`src/rtl/icb_cfg_mst_if.sv`:
```
// icb_cfg_mst_if - bundles the command port, response port and ICB
// register-config bus of the icb_cfg_mst initiator.
//
//   cmd_vld/cmd_rdy/cmd_op/cmd_adr/cmd_dat : host command handshake
//   rsp_vld/rsp_dat/rsp_err                : one-cycle response pulse
//   busy                                   : initiator has work pending
//   icb_wr/icb_wadr/icb_wdat/icb_wack      : ICB write channel
//   icb_rd/icb_radr/icb_rdat/icb_rack      : ICB read channel
//
// Modports: master = the icb_cfg_mst side, slave = host plus ICB responders.
interface icb_cfg_mst_if #(
  parameter int AW = 8,
  parameter int DW = 32
);
  logic          cmd_vld;
  logic          cmd_rdy;
  logic          cmd_op;
  logic [AW-1:0] cmd_adr;
  logic [DW-1:0] cmd_dat;
  logic          rsp_vld;
  logic [DW-1:0] rsp_dat;
  logic          rsp_err;
  logic          busy;
  logic          icb_wr;
  logic [AW-1:0] icb_wadr;
  logic [DW-1:0] icb_wdat;
  logic          icb_wack;
  logic          icb_rd;
  logic [AW-1:0] icb_radr;
  logic [DW-1:0] icb_rdat;
  logic          icb_rack;

  modport master (
    input  cmd_vld, cmd_op, cmd_adr, cmd_dat, icb_wack, icb_rdat, icb_rack,
    output cmd_rdy, rsp_vld, rsp_dat, rsp_err, busy,
           icb_wr, icb_wadr, icb_wdat, icb_rd, icb_radr
  );

  modport slave (
    output cmd_vld, cmd_op, cmd_adr, cmd_dat, icb_wack, icb_rdat, icb_rack,
    input  cmd_rdy, rsp_vld, rsp_dat, rsp_err, busy,
           icb_wr, icb_wadr, icb_wdat, icb_rd, icb_radr
  );
endinterface

```
`src/rtl/icb_cfg_mst.sv`:
```
// icb_cfg_mst - ICB initiator for register-config slaves.
// Buffers write/read commands in a small FIFO, issues one ICB transaction
// at a time, waits for icb_wack/icb_rack and returns a one-cycle response
// (read data, 0 for writes).
//
// Ports:
//   clk  : clock
//   rst_ : asynchronous active-low reset
//   bus  : icb_cfg_mst_if.master (command, response, busy and ICB signals)
//
// Optional build macro ICB_CFG_MST_TIMEOUT_EN: when defined, a WR/RD that
// sees no ack for TO_CYC cycles is abandoned and answered with rsp_err=1.
// When undefined the FSM waits indefinitely and rsp_err is tied to 0.
module icb_cfg_mst #(
  parameter int AW         = 8,
  parameter int DW         = 32,
  parameter int FIFO_DEPTH = 4,
  parameter int TO_CYC     = 15
) (
  input  logic            clk,
  input  logic            rst_,
  icb_cfg_mst_if.master   bus
);

  localparam int PW = $clog2(FIFO_DEPTH);
  localparam int CW = PW + 1;
  localparam int EW = AW + DW + 1;

  if (FIFO_DEPTH < 2 || (FIFO_DEPTH & (FIFO_DEPTH - 1)) != 0 || TO_CYC < 1) begin : g_bad_param
    $error("icb_cfg_mst: FIFO_DEPTH must be a power of 2 >= 2 and TO_CYC >= 1");
  end

  typedef enum logic [1:0] {IDLE, WR, RD, RSP} state_t;

  state_t        state, state_nxt;
  logic [EW-1:0] fifo_mem [FIFO_DEPTH];
  logic [PW-1:0] wr_ptr, rd_ptr;
  logic [CW-1:0] count;
  logic          rdy_en;
  logic          full, empty, push, pop;
  logic          cmd_op_q;
  logic [AW-1:0] cmd_adr_q;
  logic [DW-1:0] cmd_dat_q;
  logic [DW-1:0] rsp_dat_q;
  logic          ack_hit, timeout, rsp_load;

  assign full  = (count == CW'(FIFO_DEPTH));
  assign empty = (count == '0);
  // rdy_en keeps cmd_rdy low while reset is asserted and comes up one
  // clock after release.
  assign bus.cmd_rdy = rdy_en & ~full;
  assign push  = bus.cmd_vld & bus.cmd_rdy;
  assign pop   = (state == IDLE) & ~empty;

  always_ff @(posedge clk or negedge rst_) begin
    if (!rst_) rdy_en <= 1'b0;
    else       rdy_en <= 1'b1;
  end

  // Storage needs no reset; validity is tracked by count.
  always_ff @(posedge clk) begin
    if (push) fifo_mem[wr_ptr] <= {bus.cmd_op, bus.cmd_adr, bus.cmd_dat};
  end

  // Power-of-2 depth lets the pointers wrap on natural overflow.
  always_ff @(posedge clk or negedge rst_) begin
    if (!rst_) begin
      wr_ptr <= '0;
      rd_ptr <= '0;
      count  <= '0;
    end else begin
      if (push) wr_ptr <= wr_ptr + PW'(1);
      if (pop)  rd_ptr <= rd_ptr + PW'(1);
      case ({push, pop})
        2'b10:   count <= count + CW'(1);
        2'b01:   count <= count - CW'(1);
        default: count <= count;
      endcase
    end
  end

  always_ff @(posedge clk or negedge rst_) begin
    if (!rst_) begin
      cmd_op_q  <= 1'b0;
      cmd_adr_q <= '0;
      cmd_dat_q <= '0;
    end else if (pop) begin
      {cmd_op_q, cmd_adr_q, cmd_dat_q} <= fifo_mem[rd_ptr];
    end
  end

  // An ack only counts in the state that owns the matching strobe.
  assign ack_hit  = ((state == WR) & bus.icb_wack) | ((state == RD) & bus.icb_rack);
  assign rsp_load = ((state == WR) | (state == RD)) & (ack_hit | timeout);

`ifdef ICB_CFG_MST_TIMEOUT_EN
  localparam int TW = ($clog2(TO_CYC + 1) > 4) ? $clog2(TO_CYC + 1) : 4;
  logic [TW-1:0] to_cnt;
  logic          rsp_err_q;

  // Counter is zero whenever a WR/RD is entered (IDLE always precedes it);
  // comparing against TO_CYC-1 makes the strobe last exactly TO_CYC cycles.
  always_ff @(posedge clk or negedge rst_) begin
    if (!rst_)                            to_cnt <= '0;
    else if (state == WR || state == RD)  to_cnt <= to_cnt + TW'(1);
    else                                  to_cnt <= '0;
  end
  assign timeout = (to_cnt == TW'(TO_CYC - 1));

  // A same-cycle ack beats the timeout.
  always_ff @(posedge clk or negedge rst_) begin
    if (!rst_)         rsp_err_q <= 1'b0;
    else if (rsp_load) rsp_err_q <= ~ack_hit;
  end
  assign bus.rsp_err = rsp_err_q;
`else
  assign timeout     = 1'b0;
  assign bus.rsp_err = 1'b0;
`endif

  always_ff @(posedge clk or negedge rst_) begin
    if (!rst_) state <= IDLE;
    else       state <= state_nxt;
  end

  always_comb begin
    state_nxt = state;
    case (state)
      IDLE:    if (!empty) state_nxt = fifo_mem[rd_ptr][EW-1] ? RD : WR;
      WR:      if (rsp_load) state_nxt = RSP;
      RD:      if (rsp_load) state_nxt = RSP;
      RSP:     state_nxt = IDLE;
      default: state_nxt = IDLE;
    endcase
  end

  // Held between responses; only a read that was actually acked returns data.
  always_ff @(posedge clk or negedge rst_) begin
    if (!rst_)         rsp_dat_q <= '0;
    else if (rsp_load) rsp_dat_q <= ((state == RD) && bus.icb_rack) ? bus.icb_rdat : '0;
  end

  // Bus outputs come purely from registered state and the cmd register.
  assign bus.icb_wr   = (state == WR);
  assign bus.icb_wadr = (state == WR) ? cmd_adr_q : '0;
  assign bus.icb_wdat = (state == WR) ? cmd_dat_q : '0;
  assign bus.icb_rd   = (state == RD);
  assign bus.icb_radr = (state == RD) ? cmd_adr_q : '0;
  assign bus.rsp_vld  = (state == RSP);
  assign bus.rsp_dat  = rsp_dat_q;
  assign bus.busy     = ~empty | (state != IDLE);

endmodule
```
`src/flat_wrapper.sv`:
```
// flat-port wrapper written by rule: the top's interface ports become plain ports
module icb_cfg_mst_flat 
#(
  parameter int AW         = 8,
  parameter int DW         = 32,
  parameter int FIFO_DEPTH = 4,
  parameter int TO_CYC     = 15
)
  (clk, rst_, bus_cmd_vld, bus_cmd_op, bus_cmd_adr, bus_cmd_dat, bus_icb_wack, bus_icb_rdat, bus_icb_rack, bus_cmd_rdy, bus_rsp_vld, bus_rsp_dat, bus_rsp_err, bus_busy, bus_icb_wr, bus_icb_wadr, bus_icb_wdat, bus_icb_rd, bus_icb_radr);
  icb_cfg_mst_if #(.AW(AW), .DW(DW)) bus_i ();
  input  logic clk;
  input  logic rst_;
  input wire logic [$bits(bus_i.cmd_vld)-1:0] bus_cmd_vld;
  input wire logic [$bits(bus_i.cmd_op)-1:0] bus_cmd_op;
  input wire logic [$bits(bus_i.cmd_adr)-1:0] bus_cmd_adr;
  input wire logic [$bits(bus_i.cmd_dat)-1:0] bus_cmd_dat;
  input wire logic [$bits(bus_i.icb_wack)-1:0] bus_icb_wack;
  input wire logic [$bits(bus_i.icb_rdat)-1:0] bus_icb_rdat;
  input wire logic [$bits(bus_i.icb_rack)-1:0] bus_icb_rack;
  output wire logic [$bits(bus_i.cmd_rdy)-1:0] bus_cmd_rdy;
  output wire logic [$bits(bus_i.rsp_vld)-1:0] bus_rsp_vld;
  output wire logic [$bits(bus_i.rsp_dat)-1:0] bus_rsp_dat;
  output wire logic [$bits(bus_i.rsp_err)-1:0] bus_rsp_err;
  output wire logic [$bits(bus_i.busy)-1:0] bus_busy;
  output wire logic [$bits(bus_i.icb_wr)-1:0] bus_icb_wr;
  output wire logic [$bits(bus_i.icb_wadr)-1:0] bus_icb_wadr;
  output wire logic [$bits(bus_i.icb_wdat)-1:0] bus_icb_wdat;
  output wire logic [$bits(bus_i.icb_rd)-1:0] bus_icb_rd;
  output wire logic [$bits(bus_i.icb_radr)-1:0] bus_icb_radr;
  assign bus_i.cmd_vld = bus_cmd_vld;
  assign bus_i.cmd_op = bus_cmd_op;
  assign bus_i.cmd_adr = bus_cmd_adr;
  assign bus_i.cmd_dat = bus_cmd_dat;
  assign bus_i.icb_wack = bus_icb_wack;
  assign bus_i.icb_rdat = bus_icb_rdat;
  assign bus_i.icb_rack = bus_icb_rack;
  assign bus_cmd_rdy = bus_i.cmd_rdy;
  assign bus_rsp_vld = bus_i.rsp_vld;
  assign bus_rsp_dat = bus_i.rsp_dat;
  assign bus_rsp_err = bus_i.rsp_err;
  assign bus_busy = bus_i.busy;
  assign bus_icb_wr = bus_i.icb_wr;
  assign bus_icb_wadr = bus_i.icb_wadr;
  assign bus_icb_wdat = bus_i.icb_wdat;
  assign bus_icb_rd = bus_i.icb_rd;
  assign bus_icb_radr = bus_i.icb_radr;
  icb_cfg_mst #(.AW(AW), .DW(DW), .FIFO_DEPTH(FIFO_DEPTH), .TO_CYC(TO_CYC)) u_core (.clk(clk), .rst_(rst_), .bus(bus_i));
endmodule
```
`config.mk`:
```
export PLATFORM = sky130hd
export DESIGN_NAME = icb_cfg_mst_flat
export DESIGN_NICKNAME = d
export VERILOG_FILES = /design/src/rtl/icb_cfg_mst_if.sv /design/src/rtl/icb_cfg_mst.sv /design/src/flat_wrapper.sv
export SDC_FILE = /design/constraint.sdc
export NUM_CORES = 1
export LEC_CHECK = 0
export CAP_MARGIN = 20
export CORE_MARGIN = 1.5
export CORE_UTILIZATION = 35
export DETAILED_ROUTE_END_ITERATION = 8
export PLACE_DENSITY = 0.63
export SLEW_MARGIN = 20
export SYNTH_ARGS = -nofsm -noshare
export SYNTH_HDL_FRONTEND = slang
export SYNTH_SLANG_ARGS = --single-unit
```
`constraint.sdc`:
```
create_clock -name clk -period 4.5 [get_ports clk]
set_clock_uncertainty 0.05 [all_clocks]
set_input_delay 0.9 -clock clk [delete_from_list [all_inputs] [get_ports clk]]
set_output_delay 0.9 -clock clk [all_outputs]
set_load 0.005 [all_outputs]
```
==> results of run 1 <==
-- stage by stage --
step,hold slack [ns],total power [W],setup WS [ns]
6_report,0.412,0.00772,1.07
3_3_place_gp,0.401,0.00579,1.40
3_5_place_dp,0.404,0.00584,1.41
2_1_floorplan,0.387,0.00483,1.94
4_1_cts,0.420,0.00787,0.972
5_1_grt,0.432,0.00823,0.863
-- final cells by class --
cell class | instances | area, um2 | share of cell area, %
clock buffers | 32 | 683 | 5.54
clock inverters | 15 | 123 | 0.994
inverters | 12 | 47.5 | 0.385
multi-input cells | 287 | 2370 | 19.2
flip-flops and latches | 246 | 6980 | 56.6
well taps | 341 | 427 | 3.46
repair buffers | 173 | 1700 | 13.8
-- power by group --
group          internal, W  total [W]  leakage [nW]  switching, W
Clock              0.00114    0.00199         0.391      0.000853
Sequential         0.00294    0.00332          2.52      0.000380
Combinational      0.00133    0.00240          1.75       0.00107
-- cells by family (layout without fill, tap and decap cells) --
| family | Yosys count | in the layout | share of synthesized area (%) |
|---|---|---|---|
| flip-flops | 246 | 246 | 72.5 |
| AND/OR/NAND/NOR | 183 | 183 | 8.76 |
| multiplexers | 43 | 43 | 9.70 |
| buffers and inverters | 43 | 232 | 2.93 |
| AO/OA/AOI/OAI | 42 | 42 | 3.99 |
| adder cells (fa/ha/maj) | 11 | 11 | 1.51 |
| XOR/XNOR | 6 | 6 | 0.546 |
| other | 2 | 2 | 0.0780 |
-- critical path, cell delays in order, from the launching register on --
cell             delay [ns]
dfrtp_1                0.42
inv_1                  0.11
ha_2                   0.69
and2_1                 0.23
clkdlybuf4s50_1        0.51
-- cell usage in the layout, fill, tap and decap left out, types with 2 or more instances in the layout --
cell type and count:
edfxtp_1 164, clkdlybuf4s50_1 161, nand2_1 124, dfrtp_1 80, and2_1 48, mux4_2 40
a22o_1 32, clkbuf_16 26, buf_4 12, inv_1 10, ha_1 9, clkinv_2 6
xnor2_1 5, clkbuf_1 5, and2_2 4, clkinv_1 4, nor2_1 3, conb_1 2
clkinv_8 2, clkinvlp_4 2
-- state kept, by name, indices dropped and copies added (netlist names) --
| register | count |
|---|---|
| u_core.wr_ptr | 2 |
| u_core.state | 2 |
| u_core.bus.rsp_dat | 32 |
| u_core.rd_ptr | 2 |
| u_core.rdy_en | 1 |
| u_core.cmd_adr_q | 8 |
| u_core.cmd_dat_q | 32 |
| u_core.count | 3 |
| u_core.fifo_mem | 164 |
-- worst max-delay path by stage --
stage / startpoint / end / slack [ns] / cells after the start
finish: u_core.state[1]$_DFFE_PN0P_ / bus_icb_wdat[22] / 1.07 / 4
global route: u_core.state[1]$_DFFE_PN0P_ / bus_icb_wdat[7] / 0.86 / 4
CTS: u_core.state[1]$_DFFE_PN0P_ / bus_icb_wdat[4] / 0.97 / 4
detailed placement: bus_cmd_vld / u_core.fifo_mem[0][29]$_DFFE_PP_ / 1.41 / 4
global placement: bus_cmd_vld / u_core.fifo_mem[0][33]$_DFFE_PP_ / 1.40 / 4
floorplan: bus_cmd_vld / u_core.fifo_mem[0][0]$_DFFE_PP_ / 1.94 / 2
-- layer usage --
metal | GRT usage, % | up-vias
met5 | 0 | -
met4 | 2.72 | 0
met3 | 3.51 | 27
met2 | 24.5 | 140
met1 | 18.9 | 2634
li1 | - | 2440
==> metrics.txt, run 1 <==
Worst Hold Class flip-flop to flip-flop; RSZ-0062 raised after global routing false; Sink Count 246; WHS Endpoint u_core.cmd_dat_q[19]$_DFFE_PN0P_; cell with the most instances after synthesis edfxtp_1; Worst Reg2Reg Path Length in Cells 10; Yosys warning total 0; Tot GR Track Use 14.4%; critical hold path startpoint u_core.cmd_dat_q[19]$_DFFE_PN0P_; Max-slew headroom 39.7%; I/O Buffers 162; Ports 164; Util after Layout 45.8%; design area 12300 um2; reg2reg end u_core.count[2]$_DFFE_PN0P_; post-synth cell types 36; main area contributors after synthesis edfxtp_1 (51%), dfrtp_1 (21%), mux4_2 (9.4%); Setup Crit Path Kind flip-flop to output port; min Tclk post-route 3.43 ns; Routed Antenna Nets 0; vias in the first global route 5693; Synth Instances 576; final non-filler cell total 1106; Pins Over Slew Limit 0; first-pass GRT wire length 31700 um; CP Data Required Time 3.55 ns; Clock Tree Buf Depth 3; CORE AREA 27000 um2; EDFF count, synth 164; commonest cells in the netlist edfxtp_1 (164), nand2_1 (124), dfrtp_1 (82); initial core utilization 35.7%; die height 169 um; Final Cycle Share 76.2%; crit path DAT 2.48 ns; Syn Area/Cell 16.7 um2; Fin. Hold Viols 0; synthesized flop and latch total 246; Least-Margin Pin Slew 0.904 ns; Cell Count Post-Placement 1059; placed inst area 11500 um2; Routed WL per cell 18.2 um; H-tree depth 1; dominant cell type by area after synthesis edfxtp_1; nets 835; total negative slack 0 ns; R2R Setup Slk 1.89 ns; worst-path fanout max 42; routability cong. 0.672; Metal-1 WL 8920 um; layout overhead on the synthesized area 28.2%; ANT cells 0; DR top layer met4; Pre-Repair DR Iteration Count 4; CTS tree built; die area 28500 um2; metal3 WL 1210 um; cts bufs inserted 26; Std-Cell Rows 60; Hold-fix buffers, CTS 0; Final Setup Violations 0; PostCTS Resize Cnt 0; layout cells sized above 1 13.7%; grt total ovfl 0; Cell Area, Synth 9620 um2; max_cap viols 0; final HPWL from detailed placement 12400 um; post-synth top area share 51.2%; DRT iter0 DRCs 287; leakage power 4.66 nW; reg2reg start u_core.state[0]$_DFFE_PN0P_; largest net degree at the start of global routing 62; Worst-Skew Late Latency 0.52 ns; peak supply drop 0.000270 V; fmax 291 MHz; WHS Path Cells 2; sequential share of the synthesized area 72.5%; Main synth FF type edfxtp_1; DRC 0; initial antenna violation count 1; vias per cell 4.74; Root Buffer clkbuf_16; Die Width 169 um; CP Capture Type output port; DR vias 5241; fillers 2354; PD cells 626 nW/um2; ys async rst share 33.3%; Critical Path Source Type flip-flop; synthesized net count 665; clock transition at the registers of the reported paths 0.06 ns; status completed; Detail Route met2 WL 9610 um; final wirelength 20100 um; Setup Fix Bufs, Post-CTS 0
Note: power is estimated with default switching activity, not from simulation.
==> run 2, diff against run 1 <==
Settings changed: PLACE_DENSITY 0.63 to 0.65.
Clock period 4.5 ns to 3 ns, I/O delays scaled along.
==> run 2 against run 1 <==
Effect of this change:
- design area is 1.8% higher
- die area stayed put
- combinational power is 60% higher
- highest routed layer unchanged
- sequential share of layout area is 0.99 points lower
- critical path type unchanged
==> metrics.txt, run 2 (synthesis gave the netlist of run 1 again) <==
max reg flops 164; Worst Hold Class primary input to asynchronous set/reset pin; Least-Margin Pin Slew 0.858 ns; min Tclk post-route 2.83 ns; Tot GR Track Use 14.2%; placed inst area 11600 um2; total negative slack 0 ns; Std-Cell Rows 60; cell internal pwr 0.00859 W; layout overhead on the synthesized area 30.5%; R2R Setup Slk 0.83 ns; worst slack at placement 0.566 ns; Worst-Skew Late Latency 0.52 ns; Setup Fix Bufs, Post-CTS 0; Top reg by flops u_core.fifo_mem; layout cells sized above 1 14.3%; DR vias 5275; die area 28500 um2; final worst setup slack 0.168 ns; Routed Antenna Nets 0; Root Buffer clkbuf_16; clock share of power 27.4%; final non-filler cell total 1116; Metal-1 WL 9060 um; die height 169 um; DR top layer met4; CP Data Required Time 2.35 ns; CP Cell Sequence inv_1 > ha_1 > nor4b_4 > inv_1 > clkdlybuf4s50_1; design area 12600 um2; final wirelength 20100 um; largest net degree at the start of global routing 60; Pins Over Slew Limit 0; clock transition at the registers of the reported paths 0.06 ns; Final Cycle Share 94.4%; grt total ovfl 0; DRC 0; CP Capture Type output port; vias in the first global route 5477; fmax 353 MHz; Detail Route met2 WL 9480 um; Fin. Hold Viols 0; Switch Pwr 0.00346 W; Max-slew headroom 42.8%; Die Width 169 um; slowest stage cell, crit path clkdlybuf4s50_1; peak supply drop 0.000356 V; Setup Crit Path Kind flip-flop to output port; Ports 164; Cell Count Post-Placement 1064; Critical Path Source Type flip-flop; crit path DAT 2.18 ns; I/O Buffers 162; initial antenna violation count 0; cts bufs inserted 28; ANT cells 0; Critical Path Max Stage Delay 0.46 ns; routability cong. 0.670; switching share of total power 28.7%; status completed; initial core utilization 35.7%; fillers 2313; RSZ-0062 raised after global routing false; PD cells 960 nW/um2; most frequent cells in the layout edfxtp_1 (164), clkdlybuf4s50_1 (161), nand2_1 (124); Final Setup Violations 0; Hold-fix buffers, CTS 0; vias per cell 4.73; CORE AREA 27000 um2; Sequential Power Share 40.7%; CP most frequent cell inv_1; worst-path fanout max 4; Worst Reg2Reg Path Length in Cells 8; reg2reg end u_core.count[2]$_DFFE_PN0P_; most common cell after layout, fill and taps aside edfxtp_1; Pre-Repair DR Iteration Count 4; leakage power 4.76 nW; total area of sequential cells 6980 um2; Sink Count 246; first-pass GRT wire length 31300 um; nets 842; H-tree depth 1; multi-input logic area 2390 um2; final HPWL from detailed placement 12200 um; metal3 WL 1330 um; Hold WS 0.146 ns; Clock Tree Buf Depth 3; reg2reg start u_core.count[1]$_DFFE_PN0P_; max_cap viols 0; CTS tree built; Routed WL per cell 18.0 um; DRT iter0 DRCs 288; combinational power share 31.9%
run 2: changes by cell type in the layout (fill, tap and decap cells not counted), moves of 3 or more:
| cell | change |
|---|---|
| buf_12 | +4 |
| clkbuf_1 | +5 |
| clkbuf_16 | +3 |
| clkbuf_8 | +4 |
| clkinv_2 | -3 |
run 2: stage by stage:
| step | utilization (%) | total power (W) |
|---|---|---|
| floorplan | - | 0.00724 |
| global placement | 43.1 | 0.00881 |
| detailed placement | 43.1 | 0.00886 |
| CTS | 46.5 | 0.0122 |
| global route | 46.6 | 0.0128 |
| finish | 46.6 | 0.0121 |
run 2: what timing repair did:
item	CTS	global route
gates resized for setup	0	3
setup endpoints to repair	0	24
hold endpoints to repair	0	0
run 2: power by group through the flow:
stage / Sequential (W) / Clock, W / Combinational [W]
after floorplan: 0.00476 / 0 / 0.00249
after global placement: 0.00496 / 0 / 0.00385
after detailed placement: 0.00497 / 0 / 0.00389
after CTS: 0.00491 / 0.00340 / 0.00391
after global routing: 0.00500 / 0.00357 / 0.00423
final: 0.00490 / 0.00330 / 0.00385
run 2: critical path: cells and delay by family, from the launching register on:
family,cells,cell delay (ns)
adders and majority gates,1,0.23
buffers and inverters,3,0.71
DFF,1,0.43
and+or+nand+nor,1,0.30
run 2: per-layer routing:
metal,vias to the layer above,track usage [%]
met5,-,0
met2,152,23.5
met4,0,2.80
li1,2459,-
met3,20,2.95
met1,2644,19.5
run 2: worst max-delay path by stage:
stage,from,end,slack [ns],cells after the start
floorplan,bus_cmd_vld,u_core.fifo_mem[0][0]$_DFFE_PP_,0.74,2
global placement,bus_cmd_vld,u_core.count[2]$_DFFE_PN0P_,0.61,9
detailed placement,bus_cmd_vld,u_core.count[2]$_DFFE_PN0P_,0.57,9
CTS,u_core.state[1]$_DFFE_PN0P_,bus_icb_wdat[18],0.05,5
global route,u_core.state[0]$_DFFE_PN0P_,bus_busy,0.02,5
finish,u_core.state[0]$_DFFE_PN0P_,bus_busy,0.17,5
run 2: area by class of cell:
cell class	count	share of cell area, %
clock inverters	8	0.687
repair buffers	178	14.2
flip-flops and latches	246	55.6
inverters	12	0.379
clock buffers	44	6.63
multi-input cells	287	19.1
well taps	341	3.40
==> run 3, diff against run 2 <==
Settings changed: CORE_MARGIN 1.5 to not set, CORE_UTILIZATION 35 to 45, PLACE_DENSITY 0.65 to 0.78.
==> run 3 against run 2 <==
Effect of this change:
- highest routed layer unchanged
- die area fell by 23%
- critical path type unchanged
- total power decreased by 2.0%
- first-iteration DRC count up 11%
- count of clock-buffer cells in the layout down 7
- largest cell class unchanged
- via count rose by 0.53%
==> metrics.txt, run 3 (synthesis gave the netlist of run 1 again) <==
worst slack at placement 0.509 ns; total area of sequential cells 6980 um2; leakage power 4.72 nW; total negative slack 0 ns; Worst Hold Class primary input to asynchronous set/reset pin; Least-Margin Pin Slew 0.762 ns; Ports 164; Setup Crit Path Kind flip-flop to output port; multi-input logic area 2390 um2; Tot GR Track Use 18.0%; combinational power share 31.4%; H-tree depth 1; CTS tree built; Critical Path Max Stage Delay 0.52 ns; max_cap viols 0; routability cong. 0.748; die area 22000 um2; Routed Antenna Nets 0; grt total ovfl 0; CP delay by family, top buffers and inverters; Final Setup Violations 0; PD cells 952 nW/um2; Final Cycle Share 94.3%; fmax 353 MHz; Pins Over Slew Limit 0; DR vias 5303; min Tclk post-route 2.83 ns; crit path DAT 2.18 ns; initial core utilization 45.8%; CP Cell Sequence inv_1 > ha_4 > buf_12 > and2_1 > clkdlybuf4s50_1; CP startpoint u_core.state[1]$_DFFE_PN0P_; Fin. Hold Viols 0; most common cell after layout, fill and taps aside edfxtp_1; reg2reg end u_core.count[2]$_DFFE_PN0P_; first-pass GRT wire length 30300 um; DRT iter0 DRCs 320; layout cells sized above 1 14.3%; Worst-Skew Late Latency 0.51 ns; clock transition at the registers of the reported paths 0.06 ns; largest net degree at the start of global routing 46; vias per cell 5.07; Sink Count 246; worst-path fanout max 28; I/O Buffers 162; cts bufs inserted 26; CP Capture Type output port; Pre-Repair DR Iteration Count 4; CP bufs+invs 3; final wirelength 19200 um; most frequent cells in the layout edfxtp_1 (164), clkdlybuf4s50_1 (161), nand2_1 (124); RSZ-0062 raised after global routing false; R2R Setup Slk 0.74 ns; max reg flops 164; status completed; Max-slew headroom 49.2%; vias in the first global route 5539; layout overhead on the synthesized area 28.9%; cell internal pwr 0.00839 W; DRC 0; Hold-fix buffers, CTS 0; final worst setup slack 0.170 ns; nets 840; Top reg by flops u_core.fifo_mem; slowest stage cell, crit path clkdlybuf4s50_1; Sequential Power Share 42.2%; clock share of power 26.4%; ANT cells 0; Clock Tree Buf Depth 3; final HPWL from detailed placement 11800 um; CORE AREA 21000 um2; Critical Path Source Type flip-flop; die height 148 um; reg2reg start u_core.count[1]$_DFFE_PN0P_; Std-Cell Rows 53; Worst Reg2Reg Path Length in Cells 8; fillers 1600; initial antenna violation count 0; Routed WL per cell 18.4 um; Root Buffer clkbuf_16; CP Data Required Time 2.35 ns; Die Width 148 um; total design power 0.0118 W; Switch Pwr 0.00343 W; peak supply drop 0.000408 V; switching share of total power 29.0%
-- run 3: power groups by stage --
stage / Sequential, W / Combinational (W) / Clock, W
after floorplan: 0.00476 / 0.00249 / 0
after global placement: 0.00503 / 0.00368 / 0
after detailed placement: 0.00506 / 0.00374 / 0
after CTS: 0.00500 / 0.00377 / 0.00319
after global routing: 0.00509 / 0.00408 / 0.00335
final: 0.00498 / 0.00371 / 0.00312
-- run 3: timing repair --
action,in CTS,in global routing
resized for setup,0,3
endpoints found under the setup margin,0,30
buffers inserted,0,0
-- run 3: stage by stage --
step | hold slack (ns) | instances | utilization (%) | area, um2
after CTS | 0.0860 | 1046 | 58.9 | 12400
after floorplan | 0.254 | 576 | - | 9620
after detailed placement | 0.405 | 998 | 54.9 | 11500
after global placement | 0.399 | 998 | 54.9 | 11500
after global routing | 0.113 | 1046 | 59.0 | 12400
final | 0.0774 | 1046 | 59.0 | 12400
-- run 3: worst reg2reg max path: cells and delay by family, from the launching register on --
kind | cells | cell delay, ns
adder cells (fa/ha/maj) | 2 | 0.61
flip-flops | 1 | 0.49
AO/OA/AOI/OAI | 1 | 0.46
XOR/XNOR | 2 | 0.30
buffers and inverters | 2 | 0.14
AND/OR/NAND/NOR | 1 | 0.14
-- run 3: area by class of cell --
cell class | count | area share [%]
Tap cell | 275 | 2.77
Clock inverter | 11 | 0.928
Inverter | 12 | 0.383
Sequential cell | 246 | 56.3
Multi-Input combinational cell | 287 | 19.3
Clock buffer | 37 | 5.91
Timing Repair Buffer | 178 | 14.4
-- run 3: per-layer routing --
layer / vias to the layer above / wire, um / track usage [%]
li1: 2450 / - / -
met4: 0 / 220 / 3.45
met1: 2673 / 8250 / 23.5
met5: - / 0 / 0
met3: 24 / 1150 / 3.50
met2: 156 / 9600 / 31.3
-- run 3: how the worst max path moves through the flow --
stage | endpoint | slack (ns) | cells past startpoint
floorplan | u_core.fifo_mem[0][0]$_DFFE_PP_ | 0.74 | 2
global placement | u_core.count[2]$_DFFE_PN0P_ | 0.62 | 9
detailed placement | u_core.count[2]$_DFFE_PN0P_ | 0.51 | 9
CTS | bus_icb_wdat[18] | 0.002 | 5
global route | bus_busy | 0.02 | 5
finish | bus_icb_wdat[18] | 0.17 | 5
